===== src/rtl/instr_prefetch_ir_if.sv =====
// Handshake bundle between the fetch side, the prefetch queue and the decode stage.
// The queue takes the slave view; whoever drives fetch and decode takes the master view.
interface instr_prefetch_ir_if #(
  parameter int OPC_W  = 4,
  parameter int RZ_W   = 4,
  parameter int IMM_W  = 16,
  parameter int DATA_W = 16,
  parameter int DEPTH  = 4
);
  localparam int INSTR_W = OPC_W + RZ_W + IMM_W;
  localparam int CNT_W   = $clog2(DEPTH) + 1;

  logic               in_valid;
  logic               in_ready;
  logic [INSTR_W-1:0] instr_in;
  logic               flush;
  logic               sext_en;
  logic               out_valid;
  logic               out_ready;
  logic [OPC_W-1:0]   opcode;
  logic [RZ_W-1:0]    addr_Rz;
  logic [IMM_W-1:0]   src_imm;
  logic [DATA_W-1:0]  imm_ext;
  logic [CNT_W-1:0]   count;

  modport master (
    output in_valid, instr_in, flush, sext_en, out_ready,
    input  in_ready, out_valid, opcode, addr_Rz, src_imm, imm_ext, count
  );

  modport slave (
    input  in_valid, instr_in, flush, sext_en, out_ready,
    output in_ready, out_valid, opcode, addr_Rz, src_imm, imm_ext, count
  );
endinterface


===== src/rtl/instr_prefetch_ir.sv =====
// DEPTH-entry instruction prefetch queue that decodes the head word into opcode,
// destination register and immediate fields, with a branch flush.
module instr_prefetch_ir #(
  parameter int OPC_W  = 4,
  parameter int RZ_W   = 4,
  parameter int IMM_W  = 16,
  parameter int DATA_W = 16,
  parameter int DEPTH  = 4
) (
  input logic clk,
  input logic reset,
  instr_prefetch_ir_if.slave bus
);
  localparam int INSTR_W = OPC_W + RZ_W + IMM_W;
  localparam int PTR_W   = $clog2(DEPTH);
  localparam int CNT_W   = PTR_W + 1;

  logic [INSTR_W-1:0] mem_q [DEPTH];
  logic [PTR_W-1:0]   wrPtr_q, wrPtr_d;
  logic [PTR_W-1:0]   rdPtr_q, rdPtr_d;
  logic [CNT_W-1:0]   count_q, count_d;
  logic               doPush, doPop;
  logic [INSTR_W-1:0] headWord;

  // Handshake flags come only from registered occupancy, so out_ready never reaches in_ready.
  assign bus.in_ready  = (count_q != CNT_W'(DEPTH));
  assign bus.out_valid = (count_q != '0);
  assign bus.count     = count_q;
  assign doPush        = bus.in_valid && bus.in_ready;
  assign doPop         = bus.out_valid && bus.out_ready;

  always_comb begin
    wrPtr_d = wrPtr_q;
    rdPtr_d = rdPtr_q;
    count_d = count_q;
    if (bus.flush) begin
      wrPtr_d = '0;
      rdPtr_d = '0;
      count_d = '0;
    end else begin
      if (doPush) wrPtr_d = wrPtr_q + PTR_W'(1);
      if (doPop)  rdPtr_d = rdPtr_q + PTR_W'(1);
      if (doPush && !doPop)      count_d = count_q + CNT_W'(1);
      else if (!doPush && doPop) count_d = count_q - CNT_W'(1);
    end
  end

  always_ff @(posedge clk or posedge reset) begin
    if (reset) begin
      wrPtr_q <= '0;
      rdPtr_q <= '0;
      count_q <= '0;
    end else begin
      wrPtr_q <= wrPtr_d;
      rdPtr_q <= rdPtr_d;
      count_q <= count_d;
    end
  end

  // Storage is left unreset; an empty queue masks whatever it holds.
  always_ff @(posedge clk) begin
    if (doPush && !bus.flush) mem_q[wrPtr_q] <= bus.instr_in;
  end

  assign headWord    = bus.out_valid ? mem_q[rdPtr_q] : '0;
  assign bus.opcode  = headWord[INSTR_W-1 -: OPC_W];
  assign bus.addr_Rz = headWord[IMM_W +: RZ_W];
  assign bus.src_imm = headWord[IMM_W-1:0];

  if (DATA_W > IMM_W) begin : gExt
    assign bus.imm_ext = {{(DATA_W-IMM_W){bus.sext_en & headWord[IMM_W-1]}}, headWord[IMM_W-1:0]};
  end else begin : gNoExt
    assign bus.imm_ext = headWord[IMM_W-1:0];
  end
endmodule


===== src/flat_wrapper.sv =====
// flat-port wrapper written by rule: the top's interface ports become plain ports
module instr_prefetch_ir_flat 
#(
  parameter int OPC_W  = 4,
  parameter int RZ_W   = 4,
  parameter int IMM_W  = 16,
  parameter int DATA_W = 16,
  parameter int DEPTH  = 4
)
  (clk, reset, bus_in_valid, bus_instr_in, bus_flush, bus_sext_en, bus_out_ready, bus_in_ready, bus_out_valid, bus_opcode, bus_addr_Rz, bus_src_imm, bus_imm_ext, bus_count);
  instr_prefetch_ir_if #(.OPC_W(OPC_W), .RZ_W(RZ_W), .IMM_W(IMM_W), .DATA_W(DATA_W), .DEPTH(DEPTH)) bus_i ();
  input logic clk;
  input logic reset;
  input wire logic [$bits(bus_i.in_valid)-1:0] bus_in_valid;
  input wire logic [$bits(bus_i.instr_in)-1:0] bus_instr_in;
  input wire logic [$bits(bus_i.flush)-1:0] bus_flush;
  input wire logic [$bits(bus_i.sext_en)-1:0] bus_sext_en;
  input wire logic [$bits(bus_i.out_ready)-1:0] bus_out_ready;
  output wire logic [$bits(bus_i.in_ready)-1:0] bus_in_ready;
  output wire logic [$bits(bus_i.out_valid)-1:0] bus_out_valid;
  output wire logic [$bits(bus_i.opcode)-1:0] bus_opcode;
  output wire logic [$bits(bus_i.addr_Rz)-1:0] bus_addr_Rz;
  output wire logic [$bits(bus_i.src_imm)-1:0] bus_src_imm;
  output wire logic [$bits(bus_i.imm_ext)-1:0] bus_imm_ext;
  output wire logic [$bits(bus_i.count)-1:0] bus_count;
  assign bus_i.in_valid = bus_in_valid;
  assign bus_i.instr_in = bus_instr_in;
  assign bus_i.flush = bus_flush;
  assign bus_i.sext_en = bus_sext_en;
  assign bus_i.out_ready = bus_out_ready;
  assign bus_in_ready = bus_i.in_ready;
  assign bus_out_valid = bus_i.out_valid;
  assign bus_opcode = bus_i.opcode;
  assign bus_addr_Rz = bus_i.addr_Rz;
  assign bus_src_imm = bus_i.src_imm;
  assign bus_imm_ext = bus_i.imm_ext;
  assign bus_count = bus_i.count;
  instr_prefetch_ir #(.OPC_W(OPC_W), .RZ_W(RZ_W), .IMM_W(IMM_W), .DATA_W(DATA_W), .DEPTH(DEPTH)) u_core (.clk(clk), .reset(reset), .bus(bus_i));
endmodule

===== config.mk =====
export PLATFORM = sky130hd
export DESIGN_NAME = instr_prefetch_ir_flat
export DESIGN_NICKNAME = d
export VERILOG_FILES = /design/src/rtl/instr_prefetch_ir_if.sv /design/src/rtl/instr_prefetch_ir.sv /design/src/flat_wrapper.sv
export SDC_FILE = /design/constraint.sdc
export NUM_CORES = 1
export LEC_CHECK = 0
export CAP_MARGIN = 10
export CORE_AREA = 4 4 110 112
export CTS_CLUSTER_DIAMETER = 40
export DETAILED_ROUTE_END_ITERATION = 6
export DIE_AREA = 0 0 114 116
export HOLD_SLACK_MARGIN = 0.02
export PLACE_DENSITY = 0.68
export SLEW_MARGIN = 15
export SYNTH_ARGS = -nofsm -noshare
export SYNTH_HDL_FRONTEND = slang
export SYNTH_SLANG_ARGS = --single-unit

===== constraint.sdc =====
create_clock -name clk -period 2.9 [get_ports clk]
set_input_delay 0.435 -clock clk [delete_from_list [all_inputs] [get_ports clk]]
set_output_delay 0.435 -clock clk [all_outputs]
set_load 0.02 [all_outputs]

Word-level counts from Yosys, hierarchy flattened
Memories as Yosys holds them, arrays and structs flattened.
Index checks and enable logic that the tools add are counted.
Widths: inputs -> output; s select.
- $add $sub $neg: 4
- equality and inequality tests: 1
- mux-type cells: 10
- reduce and logical (&&, ||, !) cells: 12
- operators with widths (cell ; count):
    $mux 24 ; 1
    $mux 3 ; 3
    $mux 2 ; 4
    $reduce_bool 3->1 ; 2
    $logic_and 1x1->1 ; 5
    $add 2x1->2 const B ; 2
    $reduce_bool 2->1 ; 2
    $add 3x1->3 const B ; 1
    $logic_not 1->1 ; 3
    $ne 3x3->1 const B ; 1
    $sub 3x1->3 const B ; 1
    $mux 1 ; 2
- register bits: 7
- bits in writable memories: 96
- input port bits: 30
- output and inout bits: 45
- word-level logic and storage cells: 31
- memories kept: 1
- memory list (name ; words ; width ; rd ports ; clocked after memory_dff ; wr ports ; RTL line ; text):
    u_core.mem_q ; 4 ; 24 ; 1 ; 0 ; 1 ; instr_prefetch_ir.sv:18 ; logic [INSTR_W-1:0] mem_q [DEPTH];

Depth between registers and ports, before layout
- word-level depth: 7
- mapped depth: 8
- mapped depth without buffers: 7

Worst setup path after synthesis
Ideal clock, no wire load.
- path kind: register -> register
- start point: register u_core.count_q[2], in the netlist u_core.bus.count[2]
- end point: register u_core.count_q[2], in the netlist u_core.bus.count[2]
- setup time: 0.066 ns
- arrival: 2.464 ns
- data required time: 2.834 ns
- setup slack: 0.369 ns
- stages on the path, launching flop included: 9
- buffers on the path: 1
- period minus slack after synthesis: 2.531 ns
- cell sequence: dfrtp_1 buf_2 nor3b_1 inv_1 and3_1 fa_1 and4bb_2 a311oi_1 o311a_1
- elaborated cells between the ends (all ways): 14
- those cells by class: add/sub (2); eq/ne (1); mux (3); reduce/logical (8)
- RTL lines (item ; RTL line ; text):
    start, declared ; instr_prefetch_ir.sv:21 ; logic [CNT_W-1:0] count_q, count_d;
    start signal, assigned ; instr_prefetch_ir.sv:56 ; count_q <= count_d;
    $ne 3x3->1 (*) ; instr_prefetch_ir.sv:26 ; assign bus.in_ready = (count_q != CNT_W'(DEPTH));
    via bus_in_ready ; flat_wrapper.sv:19 ; output wire logic [$bits(bus_i.in_ready)-1:0] bus_in_ready;
    $logic_and 1x1->1 (*) ; instr_prefetch_ir.sv:29 ; assign doPush = bus.in_valid && bus.in_ready;
    $logic_and 1x1->1 / $logic_not 1->1 (equally long branches) ; instr_prefetch_ir.sv:43, instr_prefetch_ir.sv:44 ;
    $mux 3 / $logic_and 1x1->1 (equally long branches) ; instr_prefetch_ir.sv:43, instr_prefetch_ir.sv:44 ;
    $mux 3 / $reduce_bool 3->1 (equally long branches) ; n/a ;
Mark *: on every way through the listed nets, which the timed path passes. The rest lies on a longest branch. The select of a mux whose other input is x is not followed.
A chain may end at the register's enable or synchronous reset.

Final worst setup path
- start point: register u_core.rdPtr_q[0]
- end point: output bus_imm_ext[0]
- longest elaborated chain between the ends: 2
- ends and longest elaborated chain (item ; RTL line ; text):
    start, declared ; instr_prefetch_ir.sv:20 ; logic [PTR_W-1:0] rdPtr_q, rdPtr_d;
    start signal, assigned ; instr_prefetch_ir.sv:55 ; rdPtr_q <= rdPtr_d;
    $mem_v2 4x24 ; n/a ;
    $mux 24 ; instr_prefetch_ir.sv:65 ; assign headWord = bus.out_valid ? mem_q[rdPtr_q] : '0;
    end, declared ; flat_wrapper.sv:24 ; output wire logic [$bits(bus_i.imm_ext)-1:0] bus_imm_ext;
No other way between the ends.

==> out/metrics.csv <==
stage;metric;value;unit
setup_path;critical_path.cell_chain;buf_12 -> mux4_2 -> and2b_1 -> clkdlybuf4s50_1;
min_path;holdCritPathClass;primary input to asynchronous set/reset pin;
layout;fin_nets;339;
timing;rsz0062_at_grt;false;
global_route;grt.total_usage;12.5;%
power_and_ir_drop;leakage;1.85;nW
layout;final_layout_size_suffix_gt1_share;19.7;%
power_and_ir_drop;internal-power;3.52;mW
layout;syn_to_final_growth;26.7;%
setup_path;r2r-end;u_core.bus.count[2]$_DFFE_PP0P_;
synth;synthAdderAreaFrac;1.61;%
floorplan;initial_utilization;38.8;%
setup_path;crit_slowest_cell;clkdlybuf4s50_1;
synth;yosys_warnings;0;
timing;setup_viol;0;
synth;synth_cells;234;
synth;synth_seq_cells;103;
global_route;antenna_found_initial;0;
timing;period_needed;2.74;ns
clocking;clk_pin_slew;0.07;ns
layout;layout_common_cells;edfxtp_1, clkdlybuf4s50_1, mux4_2;
power_and_ir_drop;ir_drop;0.486;mV
clocking;cts_resized;0;
setup_path;ff2ff_setup_slack;0.38;ns
synth;syn_area_per_cell;18.6;µm²
timing;skew;0.00433;ns
clocking;hold_buffers;0;
layout;design_area;5510;µm²
clocking;clock_sinks;103;
power_and_ir_drop;power_density;947;nW/µm²
timing;slew_viol_final;0;
setup_path;critical_path_class;register to output port;
clocking;clock_path_buffers;2;
timing;fmax;366;MHz
route;vias;2227;
layout;final_common_cell;edfxtp_1;
clocking;cts_tree;done;
power_and_ir_drop;switching_share;32.5;%
setup_path;crit_buf_inv;2;
setup_path;arrival;2.30;ns
run_status;status;complete, no violations;
floorplan;dieHeight;116;µm
route;via_per_inst;4.93;
global_route;grt_pass1_vias;2320;
floorplan;fp.dieW;114;µm
floorplan;ios;75;
setup_path;path_delay_family;buffers and inverters;
timing;slew-limit-headroom;72.3;%
synth;synth.net_count;269;
floorplan;core_area;11200;µm²
placement;io_buffers;73;
timing;fin_tns_setup;0;ns
route;drt_wl_total;7890;µm
synth;synthSimpleGateAreaFrac;6.33;%
setup_path;rr_worst_depth;7;
global_route;grt_max_degree;25;
synth;synth_mux_area_share;13.2;%
setup_path;cp.required;2.47;ns
route;routedWlPerCell;17.5;µm
floorplan;die_area;13200;µm²
placement;place.gp.congestion;0.720;
setup_path;worstPathMaxFanout;16;
clocking;insertion_delay;0.34;ns
clocking;htree_num_levels;3;
timing;fin_crit_sh;94.3;%
global_route;grt_pass1_wl;12300;µm
route;drc;0;
power_and_ir_drop;seqPwrFrac;34.4;%
placement;dp_hpwl;5380;µm
synth;yosysUniqueCellTypes;34;
floorplan;row_count;39;
synth;synth_compound_area_share;2.39;%
setup_path;endpoint_kind;output port;
timing;finalHoldViolations;0;
synth;synthXorXnorAreaFrac;0.403;%
power_and_ir_drop;p_comb_share;42.5;%
placement;place_area;5210;µm²
synth;synth_top_family_by_area;multiplexers;
setup_path;critPathMaxStageDelay;0.54;ns
power_and_ir_drop;power_frac_clock;23.1;%
power_and_ir_drop;netSwitchingPower;1.70;mW
global_route;grt.overflow.total;0;
layout;diodes;0;
route;firstDrtPassIters;4;
job;cap_violations;0;
clocking;root_buffer;clkbuf_16;
timing;worstMarginPinSlew;0.415;ns
synth;syn_area;4350;µm²
clocking;post_cts.repair.setup_buffers;0;
route;postRouteAntennaNets;0;
setup_path;crit_path_start_kind;register;
setup_path;reg2reg_from;u_core.bus.count[1]$_DFFE_PP0P_;
synth;ys_seq_area_share;70.3;%
route;drt_iter0_drc;115;
clocking;cts_buffers;9;
[synthesized netlist by cell type (all sizes together)]
library cell  instances  area share [%]
and3                  1            0.14
nand3                 2            0.23
o31ai                 2            0.35
a311oi                1            0.20
mux4                 24              12
nand3b                2            0.35
nor2b                18             2.6
nor3                  2            0.35
nor2                  7            0.60
and2                  4            0.58
nor3b                 1            0.17
a211o                 1            0.20
a21bo                 1            0.23
ha                    4             1.2
o21ai                 3            0.35
xor2                  2            0.40
mux2                  1            0.35
inv                   9            0.78
mux2i                 2            0.46
buf                  26             4.6
and4bb                1            0.29
dfrtp                 7             4.0
o311a                 1            0.23
o311ai                1            0.20
o211a                 1            0.23
o211ai                1            0.17
clkbuf                4            0.35
fa                    1            0.46
edfxtp               96              66
and2b                 6             1.0
a21oi                 2            0.23
[layout make-up]
class                   count  area (µm²)
fillers                   969        5710
clock buffers               9         225
well taps                 143         179
multi-input cells          92        1050
flip-flops and latches    103        3060
inverters                   9        33.8
clock inverters             7        80.1
repair buffers             89         888
[flip-flops by register name (all words and copies together), names as in the netlist]
register / cells
u_core.bus.count: 3
u_core.mem_q: 96
u_core.rdPtr_q: 2
u_core.wrPtr_q: 2
[metrics by stage]
stage / utilization (%) / hold WS (ns) / setup slack (ns) / cells / total power, mW
after floorplan: - / 0.238 / 0.369 / 234 / 3.28
after global placement: 46.4 / 0.523 / 0.380 / 436 / 4.06
after detailed placement: 46.4 / 0.545 / 0.346 / 436 / 4.10
after CTS: 49.1 / 0.338 / 0.106 / 452 / 5.31
after global routing: 49.1 / 0.351 / 0.0369 / 452 / 5.48
final: 49.1 / 0.334 / 0.164 / 452 / 5.22
[power by group through the flow]
| stage | clock network, mW | logic [mW] | registers (mW) |
|---|---|---|---|
| 2_1_floorplan | 0 | 1.48 | 1.80 |
| 3_3_place_gp | 0 | 2.24 | 1.82 |
| 3_5_place_dp | 0 | 2.27 | 1.83 |
| 4_1_cts | 1.24 | 2.27 | 1.80 |
| 5_1_grt | 1.31 | 2.37 | 1.81 |
| 6_report | 1.21 | 2.22 | 1.79 |
[logic make-up (layout without fill, tap and decap cells)]
group / count (synthesis) / count (layout)
adder cells (fa/ha/maj): 5 / 5
AO/OA/AOI/OAI: 14 / 14
AND/OR/NAND/NOR: 44 / 44
flip-flops: 103 / 103
XOR/XNOR: 2 / 2
buffers and inverters: 39 / 114
multiplexers: 27 / 27
[per-layer routing]
| layer | vias up | GRT usage (%) | part of all wire [%] |
|---|---|---|---|
| li1 | 1023 | - | - |
| met1 | 1128 | 14.7 | 42 |
| met2 | 66 | 21.8 | 50 |
| met3 | 10 | 3.92 | 6.6 |
| met4 | 0 | 4.28 | 1.3 |
| met5 | - | 0 | 0 |
[worst max-delay path by stage]
stage               slack [ns]  cells after the start                              end                            start
detailed placement        0.35                      5    u_core.mem_q[2][21]$_DFFE_PP_                     bus_in_valid
global route              0.04                      4                   bus_imm_ext[0]    u_core.rdPtr_q[0]$_DFFE_PP0P_
CTS                       0.11                      4                   bus_src_imm[3]    u_core.rdPtr_q[0]$_DFFE_PP0P_
global placement          0.38                      5    u_core.mem_q[2][21]$_DFFE_PP_                     bus_in_valid
floorplan                 0.37                      8  u_core.bus.count[2]$_DFFE_PP0P_  u_core.bus.count[2]$_DFFE_PP0P_
finish                    0.16                      4                   bus_imm_ext[0]    u_core.rdPtr_q[0]$_DFFE_PP0P_
(Power assumes the default switching activity.)
